`config.mk`:
```
export PLATFORM = sky130hd
export DESIGN_NAME = mult_control
export DESIGN_NICKNAME = d
export VERILOG_FILES = /design/src/rtl/mult_control.sv
export SDC_FILE = /design/constraint.sdc
export NUM_CORES = 1
export LEC_CHECK = 0
export ABC_AREA = 1
export CAP_MARGIN = 20
export CORE_ASPECT_RATIO = 0.8
export CORE_MARGIN = 4
export CORE_UTILIZATION = 30
export CTS_BUF_LIST = sky130_fd_sc_hd__clkbuf_4 sky130_fd_sc_hd__clkbuf_8
export DETAILED_ROUTE_END_ITERATION = 16
export GPL_ROUTABILITY_DRIVEN = 0
export MAX_ROUTING_LAYER = met4
export SYNTH_ARGS = -nofsm -noshare
export SYNTH_HDL_FRONTEND = slang
export SYNTH_SLANG_ARGS = --single-unit
```
`constraint.sdc`:
```
create_clock -name clock_sign -period 1.6 [get_ports clock_sign]
set_input_delay 0.32 -clock clock_sign [delete_from_list [all_inputs] [get_ports clock_sign]]
set_output_delay 0.32 -clock clock_sign [all_outputs]
set_load 0.05 [all_outputs]
```
`src/rtl/mult_control.sv`:
```
// Moore sequencer for the shift-add multiply datapath: LOAD for one cycle, RUN once per multiplier bit, then DONE until acknowledged.
// Outputs decode from the state register only; an internal iteration count bounds RUN independently of the datapath's stop flag.
module mult_control #(
  parameter int ITERATIONS = 32,
  parameter int CNT_W      = 6
) (
  input  logic             clock_sign,
  input  logic             reset_sign,
  input  logic             start_req,
  input  logic             abort_req,
  input  logic             stop,
  input  logic             done_ack,
  output logic             start_mult_sign,
  output logic             multipliar_sign,
  output logic             product_sign,
  output logic             count_sign,
  output logic             busy,
  output logic             done,
  output logic             stop_mismatch,
  output logic [CNT_W-1:0] iter_count
);

  typedef enum logic [1:0] {
    IDLE = 2'd0,
    LOAD = 2'd1,
    RUN  = 2'd2,
    DONE = 2'd3
  } state_e;

  localparam logic [CNT_W-1:0] LAST_ITER = CNT_W'(ITERATIONS - 1);

  state_e           state_q, state_d;
  logic [CNT_W-1:0] iter_q, iter_d;
  logic             mism_q, mism_d;
  logic             at_last;

  assign at_last = (iter_q == LAST_ITER);

  always_ff @(posedge clock_sign or negedge reset_sign) begin
    if (!reset_sign) begin
      state_q <= IDLE;
      iter_q  <= '0;
      mism_q  <= 1'b0;
    end else begin
      state_q <= state_d;
      iter_q  <= iter_d;
      mism_q  <= mism_d;
    end
  end

  always_comb begin
    state_d = state_q;
    iter_d  = iter_q;
    mism_d  = mism_q;
    if (abort_req && (state_q != IDLE)) begin
      state_d = IDLE;
      iter_d  = '0;
    end else begin
      case (state_q)
        IDLE: begin
          if (start_req && !abort_req) state_d = LOAD;
        end
        LOAD: begin
          iter_d  = '0;
          state_d = RUN;
        end
        RUN: begin
          // Datapath stop must coincide exactly with our own final count.
          if (stop != at_last) mism_d = 1'b1;
          if (stop || at_last) state_d = DONE;
          else                 iter_d  = iter_q + CNT_W'(1);
        end
        DONE: begin
          if (done_ack) begin
            state_d = IDLE;
            iter_d  = '0;
          end
        end
        default: state_d = IDLE;
      endcase
    end
  end

  always_comb begin
    start_mult_sign = 1'b0;
    multipliar_sign = 1'b0;
    product_sign    = 1'b0;
    count_sign      = 1'b0;
    busy            = 1'b0;
    done            = 1'b0;
    case (state_q)
      LOAD: begin
        start_mult_sign = 1'b1;
        multipliar_sign = 1'b1;
        busy            = 1'b1;
      end
      RUN: begin
        multipliar_sign = 1'b1;
        product_sign    = 1'b1;
        count_sign      = 1'b1;
        busy            = 1'b1;
      end
      DONE: begin
        busy = 1'b1;
        done = 1'b1;
      end
      default: ;
    endcase
  end

  assign stop_mismatch = mism_q;
  assign iter_count    = iter_q;

endmodule
```
# After elaboration in Yosys (flattened, before gate mapping)
# Cells that the tools add are included.
# classes
n_bitwise	1
n_eq_ne	9
n_addsub	1
n_reduce_logical	12
muxes	14
# op_table
operator	n
$mux W6	3
$pmux W6 S3	1
$ne A3 B3 Y1 const B	4
$reduce_and A3 Y1	3
$mux W2	4
$pmux W2 S4	1
$add A6 B1 Y6 const B	1
$eq A6 B5 Y1 const B	1
$mux W1	5
$eq A2 B2 Y1 const B	2
$reduce_bool A4 Y1	1
$reduce_or A3 Y1	1
$eq A2 B1 Y1 const B	1
$logic_and A1 B1 Y1	2
$logic_not A2 Y1	1
$reduce_bool A2 Y1	1
$reduce_or A2 Y1	1
$logic_not A1 Y1	1
$logic_or A1 B1 Y1	1
$ne A1 B1 Y1	1
$not A1 Y1	1
# word_totals
input_bits	6
word_cells	40
regBits	9
output_inout_bits	13

# Depth between registers and ports, before layout
# Gate-level depths: netlist of the first run.
# logic_depth
ltp_word	5
ltp_mapped	10
mapped_depth_nobuf	10

# Worst setup path before layout of the first run
# OpenSTA, ideal clock, no wires.
# synth_path
path_type	register to register
start	reg iter_q[0], in the netlist iter_count[0]
end	reg state_q[1]
slack_ns	-0.481
stages_incl_launch_ff	9
setup_ns	0.132
t_arrival_ns	1.949
n_path_buf	0
path_cell_list	dfrtp_1 ha_1 nand4_1 or2_2 ha_1 nand3_1 o211ai_1 nand2_1 o21ai_0
# synth_between
elab_chain_len	4
# synth_rtl
item	line_no	source
from (decl)	33	logic [CNT_W-1:0] iter_q, iter_d;
from (signal assigned)	46	iter_q <= iter_d;
$eq A6 B5 Y1	37	assign at_last = (iter_q == LAST_ITER);
$logic_or A1 B1 Y1	70	if (stop || at_last) state_d = DONE;
$ne A3 B3 Y1 (no source line)	-	
$reduce_and A3 Y1 (no source line)	-	
to (signal assigned)	45	state_q <= state_d;
to (decl)	32	state_e state_q, state_d;
# No other way between the ends.
# A chain may end at the register's enable or synchronous reset.

# Final worst setup path of the first run
# layout_path
start	reg state_q[1]
end	out product_sign
# layout_between
elab_chain_len	2
# layout_rtl
item	line_no	source
$eq A2 B2 Y1	91	case (state_q)
$mux W1	91	
to (decl)	15	output logic product_sign,
# No other way between the ends.

==> qor.yml, run 1 <==
synth_fp_nets: 91
synth_warnings: 0
combPwrFrac_pct: 75.5
power_mw: 2.17
switching_share_pct: 49.1
crit_chain: "buf_4, ha_4, buf_4, buf_12"
grtUsageMet3_pct: 5.48
port_buffers: 18
cts_tree: "done"
cts_buffers: 3
cts-root-buf: "clkbuf_4"
critical_path.endpoint_type: "output pin"
pwr-share-clk_pct: 9.3
grt_pass1_vias: 610
crit_required_ps: 1280
violations: "setup timing"
syn_area_per_cell_um2: 8.52
ys_ff_latch: 9
grt.busiest_layer: "met2"
syn2layout_area_growth_pct: 76.8
power_density_mw_per_mm2: 1840
synthDominantCellAreaShare_pct: 33.9
start_kind: "register"
ys_types: 23
cp_slowest_stage_delay_ps: 420
firstDrtPassIters: 4
die_h_um: 50.1
critPathSlowestCell: "dfrtp_1"
use_met1_pct: 15.6
insertion_delay_ps: 270
drv_cap: 0
syn-instance-count: 78
p_leak_nw: 0.548
netlist_area_um2: 664
ios: 19
synthTopCellsByArea: "dfrtp_1 (34%), ha_1 (13%), nand2_1 (9.6%)"
dp_hpwl_mm: 1.38
initial_core_util_pct: 33.3
ir_drop_mv: 1.63
finalSetupTns_ps: -51.4
track_usage_pct: 12.8
ctsHoldBuffers: 0
wl_mm: 1.79
path_buf_inv: 3
drtAntennaViolNets: 0
clkTransAtPathRegs_ps: 70
post_drt_wl_per_cell_um: 13.3
slew_viol_final: 0
cts.sinks: 9
drt-vias-per-instance: 4.81
cp_max_fo: 4
finalCoreUtilization_pct: 58.8
outcome: "finished, violations left"
rows: 14
finalClockSkew_ps: 7.00
hold_path.class: "in2async"
max_slew_margin_pct: 70.4
crit_arrival_ps: 1310
crit_top_cell: "buf_4"
first_iter_violations: 34
grt_pass1_wl_mm: 2.79
tightestPinTransition_ps: 442
rsz0062_at_grt: "true"
critPathTopFamily: "buffers and inverters"
synth_top_area_cell: "dfrtp_1"
cts_buffer_depth: 2
drc: 0
grt_max_degree: 10
cts_max_level: 1
seqPwrFrac_pct: 15.2
p_switching_mw: 1.06
core_mm2: 0.00200
n_antenna_cell: 0
gr-usage-met2_pct: 18.7
layout_setup_ws_ps: -28.7
dieArea_mm2: 0.00304
vias: 649
fin_crit_sh_pct: 102
finalSetupViolCount: 3
critical_path_class: "reg2out"
dieWidth_um: 60.6
fin_nets: 125
drive_gt1_share_pct: 53.2
fmax_mhz: 614
antenna_found_initial: 0
finalCriticalPeriod_ps: 1630
seq_area_frac_synth_pct: 33.9
hold_violations: 0
grt_overflow: 0
p_int_mw: 1.10
==> Yosys cell counts (all sizes together) <==
library cell,count
nand2,22
inv,12
dfrtp,9
nor2,8
ha,7
nand3,5
nand4,4
o21ai,3
or2,2
a21oi,1
a22oi,1
a31o,1
buf,1
o211ai,1
xor2,1
==> layout by cell type, fill, tap and decap left out, types with 2 or more instances in the layout <==
cell type,Yosys,final
ha_1,7,4
nand2_2,2,5
o21ai_2,2,2
buf_4,1,12
clkdlybuf4s50_1,0,5
nand2_4,3,4
dfrtp_1,9,4
nand2_1,17,13
inv_2,1,2
ha_4,0,3
clkbuf_4,0,4
nand4_1,4,4
nand3_1,5,4
inv_1,10,9
buf_12,0,12
dfrtp_2,0,5
nor2_1,5,5
==> cells by family (layout without fill, tap and decap cells) <==
| group | after synthesis | in the layout | share of synthesized area [%] |
|---|---|---|---|
| and+or+nand+nor | 41 | 41 | 34.5 |
| buffers and inverters | 13 | 46 | 8.66 |
| DFF | 9 | 9 | 33.9 |
| adders and majority gates | 7 | 7 | 13.2 |
| AOI/OAI and AO/OA | 7 | 7 | 8.47 |
| xor gates and xnor gates | 1 | 1 | 1.32 |
==> sequential cells by signal (all words and copies together), names as in the netlist <==
name,count
stop_mismatch,1
iter_count,6
state_q,2
==> power by group through the flow <==
stage	clock network, mW	logic, mW	registers, mW
floorplan	0	0.804	0.431
global placement	0	1.53	0.329
detailed placement	0	1.54	0.331
CTS	0.208	1.54	0.329
global route	0.218	1.72	0.336
finish	0.201	1.64	0.329
==> cell type report <==
| cell class | instances | area [µm²] |
|---|---|---|
| fill | 158 | 822 |
| multi-input combinational | 56 | 442 |
| timing repair buffer | 30 | 392 |
| sequential | 9 | 231 |
| inverter | 12 | 50.0 |
| clock buffer | 4 | 30.0 |
| tap | 24 | 30.0 |
==> path summary, 6_finish.rpt <==
kind                               start       endpoint  slack, ps  cells past startpoint
setup / recovery              state_q[1]   product_sign        -30                      4
hold / removal                reset_sign  iter_count[5]        360                      1
setup reg to reg           iter_count[1]     state_q[1]         30                      8
hold reg to reg            stop_mismatch  stop_mismatch        480                      1
max in group asynchronous     reset_sign  iter_count[0]        900                      1
min in group clock_sign    stop_mismatch  stop_mismatch        480                      1
==> per-layer routing <==
layer	up-vias	part of all wire (%)
met5	-	0
met3	2	5.4
met1	303	44
met4	0	1.2
met2	22	49
li1	322	-
==> what timing repair did <==
action,in CTS,in global routing
gates resized for setup,1,9
pin swaps,0,6
setup endpoints to repair,3,10
buffers inserted,0,3
==> per-stage QoR <==
step / cell area, µm² / instances / hold slack, ps / setup WS [ps]
after CTS: 1120 / 132 / 376 / -43.5
after floorplan: 706 / 78 / 24.4 / -111
after global routing: 1170 / 135 / 404 / -69.3
after detailed placement: 1090 / 128 / 475 / 22.8
final: 1170 / 135 / 359 / -28.7
after global placement: 1090 / 128 / 453 / 19.9
==> worst register-to-register path, delay by kind of cell, from the launching register on <==
| kind | cells | cell delay (ps) |
|---|---|---|
| adder cells (fa/ha/maj) | 2 | 320 |
| flip-flops | 1 | 380 |
| AO/OA/AOI/OAI | 2 | 210 |
| AND/OR/NAND/NOR | 4 | 530 |
No activity file was read; power rests on OpenSTA's default activity.
==> inputs of run 2 (changes only) <==
--- a/config.mk
+++ b/config.mk
@@ -8,7 +8,7 @@
 export ABC_AREA = 1
 export CAP_MARGIN = 20
 export CORE_ASPECT_RATIO = 0.8
-export CORE_MARGIN = 4
+export CORE_MARGIN = 10
 export CORE_UTILIZATION = 30
 export CTS_BUF_LIST = sky130_fd_sc_hd__clkbuf_4 sky130_fd_sc_hd__clkbuf_8
 export DETAILED_ROUTE_END_ITERATION = 16
==> constraint.sdc (replaced) <==
create_clock -name clock_sign -period 1.6 [get_ports clock_sign]
set_input_delay 0.32 -clock clock_sign [delete_from_list [all_inputs] [get_ports clock_sign]]
set_output_delay 0.32 -clock clock_sign [all_outputs]
set_load 0.01 [all_outputs]
==> run 2 against run 1 <==
  * The run now ends clean
  * Sequential power fell by 3%
  * Sequential cell count did not move
  * First-iteration DRC count fell by 38%
  * Clock power fell by 11%
  * Maximum frequency rose by 1.8%
  * Critical endpoint is now iter_count[4]
==> qor.yml, run 2 (synthesis results as in run 1) <==
finalCoreUtilization_pct: 48.9  # -9.9 points
ir_drop_mv: 0.694  # -57%
critPathLaunch: "state_q[0]"
grt_max_degree: 10  # unchanged
combPwrFrac_pct: 66.9  # -8.6 points
syn2layout_area_growth_pct: 57.4
insertion_delay_ps: 270  # about the same
fmax_mhz: 625  # +1.8%
n_antenna_cell: 0  # unchanged
p_int_uw: 825  # -25%
clkTransAtPathRegs_ps: 70  # about the same
cp_max_fo: 7  # +3
place_ws_ps: -84.4  # -107 ps
final_cell_mix: "nand2_1 (17), buf_4 (15), inv_1 (9)"
cts.sinks: 9  # unchanged
holdWs_ps: 365  # +5.65 ps
grt_pass1_wl_mm: 2.90  # +3.7%
endpoint: "iter_count[4]"
critical_path_class: "reg2reg"
die_h_um: 62.1  # +24%
cts_buffers: 3  # unchanged
power_density_mw_per_mm2: 1440  # -22%
p_switching_uw: 681  # -36%
drtAntennaViolNets: 0  # unchanged
antenna_found_initial: 0  # unchanged
dieWidth_um: 72.6  # +20%
max_slew_margin_pct: 69.6  # -0.86 points
track_usage_pct: 8.28  # -4.5 points
crit_required_ps: 1750  # +470 ps
p_leak_nw: 0.530  # -3.3%
drive_gt1_share_pct: 40.4  # -13 points
port_buffers: 18  # unchanged
initial_core_util_pct: 31.1  # -2.2 points
switching_share_pct: 45.2  # -3.9 points
seqPwrFrac_pct: 21.2  # +6.0 points
slew_viol_final: 0  # unchanged
rows: 15  # +1
first_iter_violations: 21  # -38%
finalSetupViolCount: 0  # -3
post_drt_wl_per_cell_um: 12.7  # -3.8%
ios: 19  # unchanged
wl_mm: 1.77  # -0.95%
outcome: "completed"
grt_overflow: 0  # unchanged
rr_endpoint: "iter_count[4]"
drv_cap: 0  # unchanged
start_kind: "register"
core_mm2: 0.00214  # +7.1%
rsz0062_at_grt: "true"
drt-vias-per-instance: 4.68  # -2.7%
r2r_cells: 11  # +3
finalClockSkew_ps: 11.0  # +3.96 ps
fin_nets: 128  # +2.4%
critical_path.endpoint_type: "register"
final_common_cell: "nand2_1"
finalSetupTns_ps: 0  # +51.4 ps
firstDrtPassIters: 4  # unchanged
cts_max_level: 1  # unchanged
power_mw: 1.51  # -30%
grt_pass1_vias: 654  # +7.2%
drc: 0  # unchanged
hold_violations: 0  # unchanged
dp_cells: 131  # +2.3%
pwr-share-clk_pct: 11.9  # +2.6 points
finalCriticalPeriod_ps: 1600  # -29.3 ps
vias: 650  # +0.15%
final_area_mm2: 0.00105  # -11%
hold_path.class: "in2async"
cts_tree: "done"
crit_arrival_ps: 1750  # +440 ps
placed_area_um2: 970  # -11%
dp_hpwl_mm: 1.42  # +2.7%
largest_reg_flops: 6  # unchanged
layout_setup_ws_ps: 0.663  # +29.3 ps
cts_buffer_depth: 2  # unchanged
fin_crit_sh_pct: 100  # -1.8 points
r2r_slack_ps: 0.7  # -30 ps
reg2reg_from: "state_q[0]"
dieArea_mm2: 0.00451  # +48%
tightestPinTransition_ps: 455  # +12.8 ps
cts-root-buf: "clkbuf_4"
stdcell_count: 139  # +3.0%
[run 2: cell type report]
cell class | instances | area [µm²]
sequential | 9 | 226
timing repair buffer | 33 | 272
fill | 212 | 1090
inverter | 12 | 50.0
clock inverter | 1 | 5.00
multi-input combinational | 56 | 439
clock buffer | 3 | 22.5
tap | 25 | 31.3
[run 2: how the worst min path moves through the flow]
| stage | startpoint | endpoint | slack [ps] |
|---|---|---|---|
| after floorplan | reset_sign | iter_count[0] | 20 |
| after global placement | stop_mismatch | stop_mismatch | 450 |
| after detailed placement | stop_mismatch | stop_mismatch | 480 |
| after CTS | reset_sign | iter_count[2] | 370 |
| after global routing | reset_sign | iter_count[2] | 380 |
| final | reset_sign | iter_count[2] | 360 |
[run 2: power groups by stage]
stage | clock (mW) | sequential [mW] | combinational [mW]
2_1_floorplan | 0 | 0.344 | 0.525
3_3_place_gp | 0 | 0.314 | 0.973
3_5_place_dp | 0 | 0.318 | 0.988
4_1_cts | 0.186 | 0.317 | 0.965
5_1_grt | 0.204 | 0.324 | 1.10
6_report | 0.179 | 0.319 | 1.01
[run 2: timing repair]
action                                  4_1_cts  5_1_grt
hold endpoints to repair                      0        0
resized for setup                            21        9
endpoints found under the setup margin       17       15
setup buffers                                 2        2
pin swaps                                     2        1
hold buffers                                  0        0
gates cloned                                  0        0
[run 2: layer usage]
| layer | vias up | wire, µm | track usage [%] |
|---|---|---|---|
| met3 | 2 | 89 | 3.02 |
| met1 | 308 | 755 | 9.08 |
| met5 | - | 0 | - |
| li1 | 323 | - | - |
| met4 | 0 | 23 | 1.62 |
| met2 | 17 | 903 | 14.3 |
[run 2: worst max-delay path, stage by stage (launching register included)]
cell and delay, ps:
dfrtp_1 370, inv_2 70, buf_4 140, ha_1 210
inv_2 110, nand2_4 100, nand2_4 90, nand2_4 60
nor2_8 170, inv_6 60, nand2_2 60, o21ai_2 40
